===== config.mk =====
export PLATFORM = sky130hd
export DESIGN_NAME = perf_latency_mon_flat
export DESIGN_NICKNAME = d
export VERILOG_FILES = /design/src/rtl/perf_latency_mon_if.sv /design/src/rtl/perf_latency_mon.sv /design/src/flat_wrapper.sv
export SDC_FILE = /design/constraint.sdc
export NUM_CORES = 1
export LEC_CHECK = 0
export BUFFER_PORTS_ARGS = -buffer_cell sky130_fd_sc_hd__buf_4
export CORE_MARGIN = 3
export CORE_UTILIZATION = 40
export DETAILED_ROUTE_END_ITERATION = 10
export PLACE_DENSITY_LB_ADDON = 0.1
export RECOVER_POWER = 100
export REMOVE_ABC_BUFFERS = 1
export SLEW_MARGIN = 20
export SYNTH_ARGS = -nofsm -noshare
export SYNTH_HDL_FRONTEND = slang
export SYNTH_SLANG_ARGS = --single-unit

===== constraint.sdc =====
create_clock -name clk -period 4.03 [get_ports clk]
set_input_delay 0.2015 -clock clk [delete_from_list [all_inputs] [get_ports clk]]
set_output_delay 0.2015 -clock clk [all_outputs]
set_load 0.02 [all_outputs]

===== src/rtl/perf_latency_mon_if.sv =====
// Bus bundle for perf_latency_mon: strobes, clear, read request and monitor outputs.
// The master modport is the side that drives strobes and reads; the slave modport is the monitor.
interface perf_latency_mon_if #(
  parameter int unsigned NUM_CH = 2,
  parameter int unsigned CNT_W  = 32
);
  localparam int unsigned CH_W = (NUM_CH > 1) ? $clog2(NUM_CH) : 1;

  logic [NUM_CH-1:0] i_req;
  logic [NUM_CH-1:0] i_done;
  logic              i_clear;
  logic              i_rd_en;
  logic [CH_W-1:0]   i_rd_ch;
  logic [2:0]        i_rd_sel;
  logic [CNT_W-1:0]  o_rd_data;
  logic              o_rd_valid;
  logic [NUM_CH-1:0] o_busy;
  logic [NUM_CH-1:0] o_overflow;

  modport master (
    output i_req, i_done, i_clear, i_rd_en, i_rd_ch, i_rd_sel,
    input  o_rd_data, o_rd_valid, o_busy, o_overflow
  );

  modport slave (
    input  i_req, i_done, i_clear, i_rd_en, i_rd_ch, i_rd_sel,
    output o_rd_data, o_rd_valid, o_busy, o_overflow
  );
endinterface


===== src/rtl/perf_latency_mon.sv =====
// Multi-channel transaction latency monitor: last/min/max/count/overflow per channel, registered read port.
// Defining PERF_LAT_MON_SUM_EN adds a saturating per-channel latency sum (sel 5, status bit3).
module perf_latency_mon #(
  parameter int unsigned NUM_CH = 2,
  parameter int unsigned CNT_W  = 32,
  parameter int unsigned TXN_W  = 16
) (
  input logic               clk,
  input logic               reset,
  perf_latency_mon_if.slave bus
);
  localparam int unsigned CH_W = (NUM_CH > 1) ? $clog2(NUM_CH) : 1;

  typedef enum logic {S_IDLE, S_BUSY} state_e;

  state_e            state_q [NUM_CH];
  state_e            state_d [NUM_CH];
  logic [CNT_W-1:0]  cnt_q   [NUM_CH];
  logic [CNT_W-1:0]  cnt_d   [NUM_CH];
  logic [CNT_W-1:0]  last_q  [NUM_CH];
  logic [CNT_W-1:0]  last_d  [NUM_CH];
  logic [CNT_W-1:0]  min_q   [NUM_CH];
  logic [CNT_W-1:0]  min_d   [NUM_CH];
  logic [CNT_W-1:0]  max_q   [NUM_CH];
  logic [CNT_W-1:0]  max_d   [NUM_CH];
  logic [TXN_W-1:0]  txn_q   [NUM_CH];
  logic [TXN_W-1:0]  txn_d   [NUM_CH];
  logic [CNT_W-1:0]  lat     [NUM_CH];
  logic [NUM_CH-1:0] rec;
  logic [NUM_CH-1:0] ovf_q, ovf_d;
  logic [NUM_CH-1:0] spur_q, spur_d;
  logic [NUM_CH-1:0] busy;
`ifdef PERF_LAT_MON_SUM_EN
  logic [CNT_W-1:0]  sum_q   [NUM_CH];
  logic [CNT_W-1:0]  sum_d   [NUM_CH];
  logic [NUM_CH-1:0] sovf_q, sovf_d;
`endif
  logic [CNT_W-1:0]  rd_data_q, rd_data_d;
  logic              rd_valid_q, rd_valid_d;

  always_comb begin
    for (int unsigned c = 0; c < NUM_CH; c++) begin
      busy[c] = (state_q[c] == S_BUSY);
    end
  end

  always_comb begin
    ovf_d  = ovf_q;
    spur_d = spur_q;
    rec    = '0;
`ifdef PERF_LAT_MON_SUM_EN
    sovf_d = sovf_q;
`endif
    for (int unsigned c = 0; c < NUM_CH; c++) begin
      state_d[c] = state_q[c];
      cnt_d[c]   = cnt_q[c];
      last_d[c]  = last_q[c];
      min_d[c]   = min_q[c];
      max_d[c]   = max_q[c];
      txn_d[c]   = txn_q[c];
      lat[c]     = '0;
`ifdef PERF_LAT_MON_SUM_EN
      sum_d[c]   = sum_q[c];
`endif
      unique case (state_q[c])
        S_IDLE: begin
          if (bus.i_req[c] && bus.i_done[c]) begin
            rec[c] = 1'b1;
          end else if (bus.i_req[c]) begin
            state_d[c] = S_BUSY;
            cnt_d[c]   = CNT_W'(1);
          end else if (bus.i_done[c]) begin
            spur_d[c] = 1'b1;
          end
        end
        S_BUSY: begin
          if (bus.i_done[c]) begin
            rec[c] = 1'b1;
            lat[c] = cnt_q[c];
            if (bus.i_req[c]) begin
              cnt_d[c] = CNT_W'(1);
            end else begin
              state_d[c] = S_IDLE;
              cnt_d[c]   = '0;
            end
          end else if (cnt_q[c] != '1) begin
            cnt_d[c] = cnt_q[c] + 1'b1;
            if (cnt_d[c] == '1) ovf_d[c] = 1'b1;
          end
        end
        default: state_d[c] = S_IDLE;
      endcase

      if (rec[c]) begin
        last_d[c] = lat[c];
        if (lat[c] < min_q[c]) min_d[c] = lat[c];
        if (lat[c] > max_q[c]) max_d[c] = lat[c];
        if (txn_q[c] != '1) txn_d[c] = txn_q[c] + 1'b1;
`ifdef PERF_LAT_MON_SUM_EN
        // ~sum is the headroom left before the accumulator pins at all-ones
        if (lat[c] >= ~sum_q[c]) begin
          sum_d[c]  = '1;
          sovf_d[c] = 1'b1;
        end else begin
          sum_d[c] = sum_q[c] + lat[c];
        end
`endif
      end
    end

    // Read mux samples pre-update state so a same-edge record is not visible
    rd_valid_d = bus.i_rd_en;
    rd_data_d  = rd_data_q;
    if (bus.i_rd_en) begin
      rd_data_d = '0;
      for (int unsigned c = 0; c < NUM_CH; c++) begin
        if (CH_W'(c) == bus.i_rd_ch) begin
          case (bus.i_rd_sel)
            3'd0: rd_data_d = last_q[c];
            3'd1: rd_data_d = min_q[c];
            3'd2: rd_data_d = max_q[c];
            3'd3: rd_data_d = CNT_W'(txn_q[c]);
            3'd4: begin
              rd_data_d[0] = busy[c];
              rd_data_d[1] = ovf_q[c];
              rd_data_d[2] = spur_q[c];
`ifdef PERF_LAT_MON_SUM_EN
              rd_data_d[3] = sovf_q[c];
`endif
            end
`ifdef PERF_LAT_MON_SUM_EN
            3'd5: rd_data_d = sum_q[c];
`endif
            default: rd_data_d = '0;
          endcase
        end
      end
    end
  end

  always_ff @(posedge clk) begin
    if (reset || bus.i_clear) begin
      for (int unsigned c = 0; c < NUM_CH; c++) begin
        state_q[c] <= S_IDLE;
        cnt_q[c]   <= '0;
        last_q[c]  <= '0;
        min_q[c]   <= '1;
        max_q[c]   <= '0;
        txn_q[c]   <= '0;
`ifdef PERF_LAT_MON_SUM_EN
        sum_q[c]   <= '0;
`endif
      end
      ovf_q      <= '0;
      spur_q     <= '0;
`ifdef PERF_LAT_MON_SUM_EN
      sovf_q     <= '0;
`endif
      rd_data_q  <= '0;
      rd_valid_q <= 1'b0;
    end else begin
      for (int unsigned c = 0; c < NUM_CH; c++) begin
        state_q[c] <= state_d[c];
        cnt_q[c]   <= cnt_d[c];
        last_q[c]  <= last_d[c];
        min_q[c]   <= min_d[c];
        max_q[c]   <= max_d[c];
        txn_q[c]   <= txn_d[c];
`ifdef PERF_LAT_MON_SUM_EN
        sum_q[c]   <= sum_d[c];
`endif
      end
      ovf_q      <= ovf_d;
      spur_q     <= spur_d;
`ifdef PERF_LAT_MON_SUM_EN
      sovf_q     <= sovf_d;
`endif
      rd_data_q  <= rd_data_d;
      rd_valid_q <= rd_valid_d;
    end
  end

  assign bus.o_busy     = busy;
  assign bus.o_overflow = ovf_q;
  assign bus.o_rd_data  = rd_data_q;
  assign bus.o_rd_valid = rd_valid_q;
endmodule


===== src/flat_wrapper.sv =====
// flat-port wrapper written by rule: the top's interface ports become plain ports
module perf_latency_mon_flat 
#(
  parameter int unsigned NUM_CH = 2,
  parameter int unsigned CNT_W  = 32,
  parameter int unsigned TXN_W  = 16
)
  (clk, reset, bus_i_req, bus_i_done, bus_i_clear, bus_i_rd_en, bus_i_rd_ch, bus_i_rd_sel, bus_o_rd_data, bus_o_rd_valid, bus_o_busy, bus_o_overflow);
  perf_latency_mon_if #(.NUM_CH(NUM_CH), .CNT_W(CNT_W)) bus_i ();
  input logic clk;
  input logic reset;
  input wire logic [$bits(bus_i.i_req)-1:0] bus_i_req;
  input wire logic [$bits(bus_i.i_done)-1:0] bus_i_done;
  input wire logic [$bits(bus_i.i_clear)-1:0] bus_i_clear;
  input wire logic [$bits(bus_i.i_rd_en)-1:0] bus_i_rd_en;
  input wire logic [$bits(bus_i.i_rd_ch)-1:0] bus_i_rd_ch;
  input wire logic [$bits(bus_i.i_rd_sel)-1:0] bus_i_rd_sel;
  output wire logic [$bits(bus_i.o_rd_data)-1:0] bus_o_rd_data;
  output wire logic [$bits(bus_i.o_rd_valid)-1:0] bus_o_rd_valid;
  output wire logic [$bits(bus_i.o_busy)-1:0] bus_o_busy;
  output wire logic [$bits(bus_i.o_overflow)-1:0] bus_o_overflow;
  assign bus_i.i_req = bus_i_req;
  assign bus_i.i_done = bus_i_done;
  assign bus_i.i_clear = bus_i_clear;
  assign bus_i.i_rd_en = bus_i_rd_en;
  assign bus_i.i_rd_ch = bus_i_rd_ch;
  assign bus_i.i_rd_sel = bus_i_rd_sel;
  assign bus_o_rd_data = bus_i.o_rd_data;
  assign bus_o_rd_valid = bus_i.o_rd_valid;
  assign bus_o_busy = bus_i.o_busy;
  assign bus_o_overflow = bus_i.o_overflow;
  perf_latency_mon #(.NUM_CH(NUM_CH), .CNT_W(CNT_W), .TXN_W(TXN_W)) u_core (.clk(clk), .reset(reset), .bus(bus_i));
endmodule

Word level (Yosys, flattened, before mapping)
Memory sizes are Yosys's and may differ from the RTL's.
Cells that the tools add are included.
{"block": "totals", "ff_bits": 37, "ram_bits": 290, "output_inout_bits": 37, "n_memories": 6}
{"name": "u_core.cnt_q", "words": 2, "width": 32, "read_ports": 2, "rd_ports_with_merged_regs": 0, "write_ports": 2, "line_no": "perf_latency_mon.sv:18", "source": "logic [CNT_W-1:0] cnt_q [NUM_CH];"}
{"name": "u_core.last_q", "words": 2, "width": 32, "read_ports": 2, "rd_ports_with_merged_regs": 0, "write_ports": 2, "line_no": "perf_latency_mon.sv:20", "source": "logic [CNT_W-1:0] last_q [NUM_CH];"}
{"name": "u_core.max_q", "words": 2, "width": 32, "read_ports": 2, "rd_ports_with_merged_regs": 0, "write_ports": 2, "line_no": "perf_latency_mon.sv:24", "source": "logic [CNT_W-1:0] max_q [NUM_CH];"}
{"name": "u_core.min_q", "words": 2, "width": 32, "read_ports": 2, "rd_ports_with_merged_regs": 0, "write_ports": 2, "line_no": "perf_latency_mon.sv:22", "source": "logic [CNT_W-1:0] min_q [NUM_CH];"}
{"name": "u_core.txn_q", "words": 2, "width": 16, "read_ports": 2, "rd_ports_with_merged_regs": 0, "write_ports": 2, "line_no": "perf_latency_mon.sv:26", "source": "logic [TXN_W-1:0] txn_q [NUM_CH];"}
{"name": "u_core.state_q", "words": 2, "width": 1, "read_ports": 2, "rd_ports_with_merged_regs": 0, "write_ports": 2, "line_no": "perf_latency_mon.sv:16", "source": "state_e state_q [NUM_CH];"}
{"block": "classes", "n_addsub": 4, "order_cmp": 4, "n_eq_ne": 10, "muxes": 65, "bitwise": 20, "n_reduce_logical": 8}
{"op": "32-bit two-way mux", "n": 32}
{"op": "29-bit one-hot mux with 5 select lines", "n": 1}
{"op": "32-bit one-hot mux with 2 select lines", "n": 2}
{"op": "29-bit one-hot mux with 4 select lines", "n": 1}
{"op": "16-bit two-way mux", "n": 6}
{"op": "32-bit by 1-bit adder with 32-bit output, second input constant", "n": 2}
{"op": "32-bit == test, second input constant", "n": 2}
{"op": "32-bit > comparator", "n": 2}
{"op": "32-bit less-than comparator", "n": 2}
{"op": "32-bit != test, second input constant", "n": 2}
{"op": "16-bit by 1-bit adder with 16-bit output, second input constant", "n": 2}
{"op": "16-bit != test, second input constant", "n": 2}
{"op": "3-bit one-hot mux with 5 select lines", "n": 2}
{"op": "1-bit two-way mux", "n": 17}
{"op": "4-bit AND reduction", "n": 4}
{"op": "1-bit OR", "n": 12}
{"op": "1-bit NOT", "n": 8}
{"op": "1-bit one-hot mux with 2 select lines", "n": 4}
{"op": "3-bit by 2-bit == test with 1-bit output, second input constant", "n": 2}
{"op": "3-bit by 1-bit == test with 1-bit output, second input constant", "n": 1}
{"op": "3-bit == test, second input constant", "n": 1}
{"op": "3-bit zero test", "n": 1}
{"op": "1-bit logical AND", "n": 2}
{"op": "1-bit logical OR", "n": 1}

Longest topological paths before layout
Gate-level depths: netlist of run 1.
An unclocked memory read counts as a cell.
{"block": "depth", "ltp_word": 7, "mapped_depth": 16}

Worst setup path before layout of run 1
No wires, ideal clock.
{"block": "synth_timing", "kind": "register -> register", "startpoint": "memory u_core.state_q[0][0] (netlist name)", "endpoint": "memory u_core.min_q[0][10]", "setup_time_ns": 0.122, "t_arrival_ns": 3.243, "setup_slack_ns": 0.665, "path_stages_with_launch": 17, "path_buffers": 5, "synth_period_minus_slack_ns": 3.365, "path_cell_list": "dfxtp_1 -> buf_2 -> and2_1 -> clkbuf_1 -> clkbuf_1 -> nand2_1 -> inv_1 -> ha_1 -> a21o_1 -> a21o_1 -> a21oi_1 -> o211ai_1 -> and2_1 -> or2_2 -> clkbuf_1 -> buf_2 -> a221o_1"}
{"element": "start, declared", "line_no": "perf_latency_mon.sv:16"}
{"element": "end, declared", "line_no": "perf_latency_mon.sv:22"}

==> flow_metrics.env, run 1 <==
export IMPL_numCtsBuffers=42
export IMPL_wirelength_mm=60.61
export IMPL_antenna_found_initial=0
export IMPL_postLayoutCellArea_um2=21130
export IMPL_wl_per_cell_um=19.92
export IMPL_holdPathEnd="u_core.state_q[0][0]"
export IMPL_portBuffers=48
export IMPL_drv_slew=49
export IMPL_cts_tree="built"
export IMPL_die_h_um=224.4
export IMPL_cp_start_kind="flip-flop"
export IMPL_rr_endpoint="u_core.min_q[0][27]"
export IMPL_firstDrtPassIters=6
export IMPL_status="finished with violations"
export IMPL_yosysWarnings=0
export IMPL_min_from="bus_i_done[0]"
export IMPL_finalSetupViolations=0
export IMPL_ys_top_cells_by_count="dfxtp_1, nand2_1, a21oi_1, nor2_1, o21ai_0"
export IMPL_min_path_type="in2reg"
export IMPL_yosysMostFrequentCell="dfxtp_1"
export IMPL_cp_arrival_ns=4.33
export IMPL_nets=2548
export IMPL_row_count=79
export IMPL_drt_initial_drc_count=1459
export IMPL_grt_pass1_wl_mm=95.62
export IMPL_synthAdderAreaFrac_pct=8.395
export IMPL_ff2ff_path_depth=13
export IMPL_netlist_area_leader_share_pct=34.31
export IMPL_routed_via_density=5.814
export IMPL_n_antenna_cell=0
export IMPL_clockRootBuffer="clkbuf_16"
export IMPL_syn_area_um2=19080
export IMPL_place_area_um2=20020
export IMPL_worst_ep_required_time_ns=4.53
export IMPL_area_growth_syn_to_layout_pct=10.76
export IMPL_grt_use_total_pct=23.49
export IMPL_synthMuxAreaShare_pct=3.732
export IMPL_critical_path_max_fanout=17
export IMPL_grt_setup_unrepaired="no"
export IMPL_p_leak_nw=8.630
export IMPL_fin_worst_skew_ns=0.01533
export IMPL_reg2reg_slack_ns=0.20
export IMPL_yosysUniqueCellTypes=76
export IMPL_cts_htree_levels=2
export IMPL_synth_compound_area_share_pct=24.42
export IMPL_drc=0
export IMPL_hold_depth=3
export IMPL_violations="max-capacitance violations, max-slew violations"
export IMPL_worstSetupPathType="reg2reg"
export IMPL_finalCriticalPeriod_ns=3.830
export IMPL_crit_start="u_core.state_q[0][0]"
export IMPL_synth_simple_gate_area_share_pct=19.45
export IMPL_via_count=17692
export IMPL_drive_gt1_share_pct=6.158
export IMPL_dp_slack_ns=0.2360
export IMPL_async_flop_share_pct=0
export IMPL_ys_ff_latch=327
export IMPL_grt_max_degree=151
export IMPL_postRouteAntennaNets=0
export IMPL_grt_pass1_vias=16720
export IMPL_finalHoldViolCount=0
export IMPL_slew_headroom_pct=-21.50
export IMPL_max_freq_mhz=261.1
export IMPL_rr_startpoint="u_core.state_q[0][0]"
export IMPL_fin_ws_ns=0.2002
export IMPL_syn_inst=2431
export IMPL_cts_resized=0
export IMPL_synthTopCellsByArea="dfxtp_1, ha_1, a21oi_1"
export IMPL_cts_buffer_depth=3
export IMPL_gr_total_overflow=0
export IMPL_yosysSeqAreaShare_pct=34.31
export IMPL_die_x_um=224.4
export IMPL_finalSetupTns_ns=0
export IMPL_yosys_area_share_xor_xnor_pct=2.341
export IMPL_yosys_area_top_type="dfxtp_1"
export IMPL_maxCapViolCount=2
export IMPL_place_congestion=0.8370
export IMPL_coreArea_um2=46850
export IMPL_tightest_slew_ns=1.823
export IMPL_hpwlAfterDp_mm=41.45
export IMPL_clkLatencyLatePin_ns=0.56
export IMPL_die_area_um2=50350
export IMPL_clk_pin_slew_ns=0.05
export IMPL_avgSynthCellArea_um2=7.848
export IMPL_ios=49
export IMPL_hold_slack_ns=0.03278
export IMPL_fin_crit_sh_pct=95.03
export IMPL_synth_top_family_by_area="compound AO/OA/AOI/OAI gates"
export IMPL_cp_end_kind="flip-flop"
export IMPL_cts_sinks=327
export IMPL_ir_drop_uv=322.4
export IMPL_start_util_pct=40.72
export IMPL_synth_edff_count=0
export IMPL_power_density_nw_per_um2=351.9
export IMPL_synth_main_ff_cell="dfxtp_1"
-- cell usage in the layout (no fill, tap or decap), types with 6 or more instances in the layout --
master,count
a22oi_1,72
and2_1,11
nand3_1,85
clkbuf_8,6
a221oi_1,10
clkbuf_1,58
nand2_1,238
xor2_1,28
clkinv_2,6
o211ai_1,12
ha_1,128
or3_1,15
nand4_1,58
a31oi_1,15
o21ai_0,185
nor3_1,26
nor2b_1,12
and4_1,7
nand3b_1,9
inv_1,176
a211o_1,33
dfxtp_1,327
o211a_1,32
clkbuf_16,43
nor2_1,209
xnor2_1,23
a211oi_1,35
buf_4,54
nand2b_1,13
o31ai_1,13
and3_1,51
a21o_1,20
a21oi_1,225
a221o_1,31
nor4_1,11
clkbuf_2,6
mux2i_1,70
-- logic make-up (layout without fill, tap and decap cells) --
logic type / after synthesis / count (layout)
simple gates: 775 / 775
compound gates: 725 / 725
buf+inv: 354 / 359
flops: 327 / 327
fa+ha+maj: 128 / 128
mux: 71 / 71
xor+xnor: 51 / 51
-- area by class of cell --
type | instances | area [um^2]
Clock buffer | 63 | 1211
Clock inverter | 9 | 98.84
Fill cell | 4841 | 25720
Inverter | 176 | 660.6
Multi-Input combinational cell | 1750 | 11180
Sequential cell | 327 | 6546
Tap cell | 607 | 759.5
Timing Repair Buffer | 111 | 678.2
-- per-layer routing --
| layer | track usage, % | part of all wire [%] |
|---|---|---|
| met1 | 33.82 | 48 |
| met5 | 0 | 0 |
| met4 | 6.233 | 2.0 |
| met2 | 36.79 | 44 |
| met3 | 3.589 | 5.3 |
-- state kept, by name, indices dropped and copies added (netlist names) --
register and flops:
u_core.cnt_q 64, u_core.min_q 64, u_core.state_q 2, u_core.max_q 64, u_core.txn_q 32, u_core.spur_q 2, u_core.bus.o_rd_valid 1, u_core.last_q 64
u_core.bus.o_overflow 2, u_core.bus.o_rd_data 32
-- report_power, final --
group	leakage, nW	total [W]	switching (W)	internal, W
combinational	5.34	0.000475	0.000343	0.000132
sequential	2.65	0.00332	0.0000410	0.00328
clock	0.646	0.00364	0.00145	0.00219
total	8.63	0.00744	0.00184	0.00560
-- worst max path at each step --
| stage | endpoint | slack, ns | cells after the start |
|---|---|---|---|
| final | u_core.min_q[0][27] | 0.20 | 13 |
| after global routing | u_core.max_q[0][58] | 0.02 | 11 |
| after CTS | u_core.max_q[0][60] | 0.20 | 10 |
| after detailed placement | u_core.max_q[0][51] | 0.24 | 10 |
| after global placement | u_core.max_q[0][61] | 0.31 | 10 |
| after floorplan | u_core.min_q[0][32] | -1.58 | 7 |
-- repair_timing --
item / 4_1_cts / 5_1_grt
hold endpoints to repair: 4 / 0
buffers inserted: 0 / 1
hold buffers: 2 / 0
setup endpoints to repair: 0 / 19
-- critical path, cell delays in order, from the launching register on --
cell and delay, ns:
dfxtp_1 0.31, and2_1 0.38, buf_4 0.24, nand2_1 0.08, inv_1 0.20, ha_1 0.20, nand4_1 0.09, nor3_1 0.51
o211ai_1 0.31, o211a_1 0.23, a211oi_1 0.36, or2_2 0.48, buf_12 0.22, a221o_1 0.15
-- through the flow --
stage	util (%)	instances	total power [W]
2_1_floorplan	-	2253	0.003633
3_3_place_gp	42.72	2968	0.003870
3_5_place_dp	42.72	2968	0.003874
4_1_cts	45.56	3042	0.007540
5_1_grt	45.10	3043	0.007698
6_report	45.10	3043	0.007437
Note: power is estimated with default switching activity, not from simulation.
==> run 2, diff against run 1 <==
Settings changed: CORE_ASPECT_RATIO set to 0.7.
==> flow_metrics.env, run 2 (synthesis results as in run 1) <==
export IMPL_grt_pass1_wl_mm=97.11
export IMPL_gr_total_overflow=0
export IMPL_crit_slowest_cell="o21ai_0"
export IMPL_layout_commonest_cell="dfxtp_1"
export IMPL_drc=0
export IMPL_start_util_pct=40.82
export IMPL_multi_input_area_um2=11160
export IMPL_grt_max_degree=164
export IMPL_fin_worst_skew_ns=0.01233
export IMPL_ios=49
export IMPL_post_route_util_pct=45.04
export IMPL_numCtsBuffers=38
export IMPL_ir_drop_uv=250.0
export IMPL_grt_pass1_vias=16618
export IMPL_crit_end="u_core.max_q[0][0]"
export IMPL_area_growth_syn_to_layout_pct=10.34
export IMPL_clkLatencyLatePin_ns=0.54
export IMPL_grt_setup_unrepaired="no"
export IMPL_n_antenna_cell=0
export IMPL_cts_tree="built"
export IMPL_final_cell_mix="dfxtp_1, nand2_1, a21oi_1"
export IMPL_crit_chain="clkbuf_1 -> o21ai_0 -> clkbuf_1 -> o21bai_2 -> buf_12 -> or3_1 -> a21oi_1"
export IMPL_rr_endpoint="u_core.max_q[0][0]"
export IMPL_drive_gt1_share_pct=5.778
export IMPL_cts_buffer_depth=3
export IMPL_fillers=4694
export IMPL_finalHoldViolCount=0
export IMPL_cts_htree_levels=2
export IMPL_max_stage_delay_ns=1.12
export IMPL_cts_resized=0
export IMPL_wirelength_mm=61.73
export IMPL_status="finished with violations"
export IMPL_dpl_cell_count=2965
export IMPL_finalSetupViolations=0
export IMPL_worstSetupPathType="reg2reg"
export IMPL_firstDrtPassIters=5
export IMPL_finalCriticalPeriod_ns=3.739
export IMPL_postRouteAntennaNets=0
export IMPL_coreArea_um2=46740
export IMPL_clockRootBuffer="clkbuf_16"
export IMPL_via_count=17780
export IMPL_violations="max-capacitance violations, max-slew violations"
export IMPL_tightest_slew_ns=3.357
export IMPL_worst_ep_required_time_ns=4.30
export IMPL_reg2reg_slack_ns=0.29
export IMPL_layout_cells_non_filler=3035
export IMPL_clk_pin_slew_ns=0.06
export IMPL_nets=2535
export IMPL_grt_use_total_pct=24.08
export IMPL_place_congestion=0.8668
export IMPL_die_x_um=267.0
export IMPL_hpwlAfterDp_mm=43.20
export IMPL_portBuffers=48
export IMPL_power_density_nw_per_um2=351.5
export IMPL_cp_end_kind="flip-flop"
export IMPL_max_freq_mhz=267.5
export IMPL_die_h_um=188.7
export IMPL_path_common_cell="clkbuf_1"
export IMPL_cp_start_kind="flip-flop"
export IMPL_dp_slack_ns=0.4090
export IMPL_die_area_um2=50390
export IMPL_maxCapViolCount=2
export IMPL_row_count=66
export IMPL_fin_ws_ns=0.2912
export IMPL_p_leak_nw=8.577
export IMPL_slew_headroom_pct=-123.8
export IMPL_seqCellArea_um2=6546
export IMPL_ff2ff_path_depth=7
export IMPL_antenna_found_initial=0
export IMPL_cts_setup_buffers=0
export IMPL_min_path_type="in2reg"
export IMPL_rr_startpoint="u_core.state_q[0][0]"
export IMPL_fin_crit_sh_pct=92.77
export IMPL_cts_sinks=327
export IMPL_drt_initial_drc_count=1636
export IMPL_wl_per_cell_um=20.34
export IMPL_crit_start="u_core.state_q[0][0]"
export IMPL_fin_total_pwr_w=0.007400
export IMPL_cp_arrival_ns=4.01
export IMPL_critical_path_max_fanout=26
export IMPL_routed_via_density=5.858
export IMPL_drv_slew=209
==> run 2: per-stage QoR <==
stage                     hold WS [ns]  instance area [um^2]  setup TNS (ns)
after detailed placement        0.4528                 19990               0
final                          0.04056                 21050               0
after floorplan                 0.2971                 18340         -112.85
after CTS                      0.01295                 21280               0
after global routing           0.04322                 21050               0
after global placement          0.4427                 19990               0
==> run 2: how the worst min path moves through the flow <==
stage	from	to	depth (start not counted)
finish	bus_i_done[0]	u_core.state_q[0][0]	3
global route	bus_i_done[0]	u_core.state_q[0][0]	3
CTS	bus_i_done[0]	u_core.state_q[0][0]	3
detailed placement	u_core.last_q[0][2]	u_core.last_q[0][2]	2
global placement	u_core.last_q[0][2]	u_core.last_q[0][2]	2
floorplan	bus_i_rd_en	u_core.bus.o_rd_data[10]	1
==> run 2: power by group <==
| group | total, W | switching (W) | internal [W] | leakage (nW) |
|---|---|---|---|---|
| registers | 0.00332 | 0.0000412 | 0.00328 | 2.65 |
| logic | 0.000474 | 0.000343 | 0.000131 | 5.29 |
| clock network | 0.00361 | 0.00147 | 0.00214 | 0.639 |
| total | 0.00740 | 0.00186 | 0.00554 | 8.58 |
==> run 2: final cells by class <==
type | instances | share of cell area [%]
Multi-Input combinational cell | 1750 | 53.02
Tap cell | 612 | 3.637
Clock inverter | 15 | 0.7311
Sequential cell | 327 | 31.10
Inverter | 176 | 3.138
Timing Repair Buffer | 102 | 3.049
Clock buffer | 53 | 5.325
==> run 2: timing repair <==
action | CTS | global route
hold endpoints to repair | 4 | 0
endpoints found under the setup margin | 0 | 0
hold buffers | 2 | 0
==> run 2: worst max-delay path: cells and delay by family (launching register included) <==
kind,cells,cell delay (ns)
simple gates,1,0.12
compound gates,3,1.61
buf+inv,3,1.41
flops,1,0.31
==> run 2: routing by layer <==
layer | wire length, um | GRT usage [%] | vias up
met5 | 0 | 0 | -
met4 | 816 | 3.961 | 0
met3 | 4008 | 4.334 | 67
met2 | 24150 | 33.25 | 487
met1 | 32750 | 38.60 | 8588
li1 | - | - | 8638
==> run 3, diff against run 2 <==
Clock period 4.03 ns to 3.4 ns, I/O delays scaled along.
==> flow_metrics.env, run 3 (synthesis results as in run 1) <==
export IMPL_wirelength_mm=62.67
export IMPL_max_freq_mhz=306.6
export IMPL_layout_commonest_cell="dfxtp_1"
export IMPL_combinationalPowerShare_pct=6.6
export IMPL_switching_share_pct=25.15
export IMPL_status="finished with violations"
export IMPL_coreArea_um2=46740
export IMPL_grt_max_degree=156
export IMPL_finalCriticalPeriod_ns=3.262
export IMPL_grt_use_total_pct=24.43
export IMPL_wl_per_cell_um=20.42
export IMPL_finalHoldViolCount=0
export IMPL_slew_headroom_pct=-57.23
export IMPL_drt_initial_drc_count=1821
export IMPL_grt_pass1_wl_mm=98.43
export IMPL_use_met2_pct=32.88
export IMPL_grt_use_met3_pct=3.929
export IMPL_postRouteAntennaNets=0
export IMPL_path_delay_family="simple AND/OR/NAND/NOR gates"
export IMPL_ios=49
export IMPL_routed_via_density=5.868
export IMPL_seq_power_share_pct=45.5
export IMPL_crit_chain="and2_1 -> buf_12 -> nand2_1 -> inv_1 -> ha_1 -> nand4_1 -> nor3_1 -> buf_4 -> o211ai_1 -> o211a_1 -> a211oi_1 -> or2_2 -> buf_2 -> a221o_1"
export IMPL_clockRootBuffer="clkbuf_16"
export IMPL_path_buf_inv=4
export IMPL_hold_slack_ns=0.06148
export IMPL_top_usage_layer="met1"
export IMPL_cp_start_kind="flip-flop"
export IMPL_die_h_um=188.7
export IMPL_fin_worst_skew_ns=0.01537
export IMPL_cp_arrival_ns=3.74
export IMPL_via_count=18009
export IMPL_firstDrtPassIters=8
export IMPL_row_count=66
export IMPL_portBuffers=48
export IMPL_ir_drop_uv=274.0
export IMPL_grt_pass1_vias=16580
export IMPL_crit_slowest_cell="ha_1"
export IMPL_drv_slew=183
export IMPL_place_congestion=0.8763
export IMPL_p_sw_w=0.002178
export IMPL_cts_htree_levels=2
export IMPL_power_density_nw_per_um2=405.0
export IMPL_cp_end_kind="flip-flop"
export IMPL_cts_tree="built"
export IMPL_min_path_type="in2reg"
export IMPL_maxCapViolCount=4
export IMPL_critical_path_max_fanout=32
export IMPL_fin_ws_ns=0.1380
export IMPL_n_antenna_cell=0
export IMPL_postLayoutCellArea_um2=21380
export IMPL_start_util_pct=40.82
export IMPL_tightest_slew_ns=2.358
export IMPL_violations="max-capacitance violations, max-slew violations"
export IMPL_nets=2569
export IMPL_gr_total_overflow=0
export IMPL_die_x_um=267.0
export IMPL_worst_ep_required_time_ns=3.88
export IMPL_fillers=4679
export IMPL_cts_sinks=327
export IMPL_intPower_w=0.006482
export IMPL_finalSetupViolations=0
export IMPL_clkLatencyLatePin_ns=0.55
export IMPL_hpwlAfterDp_mm=43.55
export IMPL_die_area_um2=50390
export IMPL_numCtsBuffers=38
export IMPL_p_leak_nw=8.770
export IMPL_antenna_found_initial=0
export IMPL_clk_pin_slew_ns=0.06
export IMPL_cts_buffer_depth=3
export IMPL_fin_crit_sh_pct=95.94
export IMPL_use_met1_pct=40.17
export IMPL_p_clk_share_pct=47.9
export IMPL_place_area_um2=20340
export IMPL_final_cell_mix="dfxtp_1, nand2_1, a21oi_1"
export IMPL_worstSetupPathType="reg2reg"
export IMPL_area_growth_syn_to_layout_pct=12.07
export IMPL_dp_slack_ns=0.1031
export IMPL_drive_gt1_share_pct=7.204
export IMPL_drc=0
export IMPL_max_stage_delay_ns=0.33
[run 3: cell count changes in the layout (fill, tap and decap cells not counted), sizes merged]
| cell | change |
|---|---|
| buf | +29 |
| clkbuf | +13 |
| clkinv | -4 |
| bufinv | -3 |
| inv | -1 |
[run 3: cell type report]
cell class	count	area (um^2)	share of cell area (%)
Sequential cell	327	6548	30.62
Multi-Input combinational cell	1750	11200	52.39
Clock inverter	7	35.03	0.1638
Inverter	176	660.6	3.090
Tap cell	612	765.7	3.581
Timing Repair Buffer	136	959.7	4.488
Clock buffer	61	1211	5.664
[run 3: worst paths after layout]
kind | depth (start not counted) | to | slack (ns) | startpoint
worst max-delay path | 14 | u_core.min_q[0][18] | 0.14 | u_core.state_q[0][0]
worst min-delay path | 4 | u_core.bus.o_rd_data[1] | 0.06 | bus_i_rd_ch
worst max register to register | 14 | u_core.min_q[0][18] | 0.14 | u_core.state_q[0][0]
worst min register to register | 2 | u_core.last_q[0][2] | 0.46 | u_core.last_q[0][2]
[run 3: through the flow]
step	util (%)	setup TNS (ns)	power, W	cells
after detailed placement	43.51	0	0.004601	2998
after global routing	45.75	-0.01308	0.008963	3069
final	45.75	0	0.008660	3069
after CTS	46.22	0	0.008752	3068
after floorplan	-	-206.72	0.004306	2253
after global placement	43.51	0	0.004596	2998
[run 3: timing repair]
action	4_1_cts	5_1_grt
resized for setup	0	7
hold endpoints to repair	4	0
setup buffers	0	1
hold buffers	2	0
endpoints found under the setup margin	0	52
[run 3: tightest hold or removal path, cell delays in order]
cell and delay, ns:
buf_4 0.15, nand3_1 0.08, nand4_1 0.08, a21oi_1 0.07
[run 3: per-layer routing]
layer / wire (um) / part of all wire (%) / up-vias
met5: 0 / 0 / -
li1: - / - / 8691
met3: 4704 / 7.5 / 67
met1: 33300 / 53 / 8636
met2: 23850 / 38 / 615
met4: 808 / 1.3 / 0
[run 3: power by group through the flow]
| stage | logic (W) | registers (W) | clock network [W] |
|---|---|---|---|
| finish | 0.000572 | 0.00394 | 0.00415 |
| global route | 0.000626 | 0.00394 | 0.00440 |
| CTS | 0.000586 | 0.00393 | 0.00423 |
| detailed placement | 0.000582 | 0.00402 | 0 |
| global placement | 0.000577 | 0.00402 | 0 |
| floorplan | 0.000287 | 0.00402 | 0 |
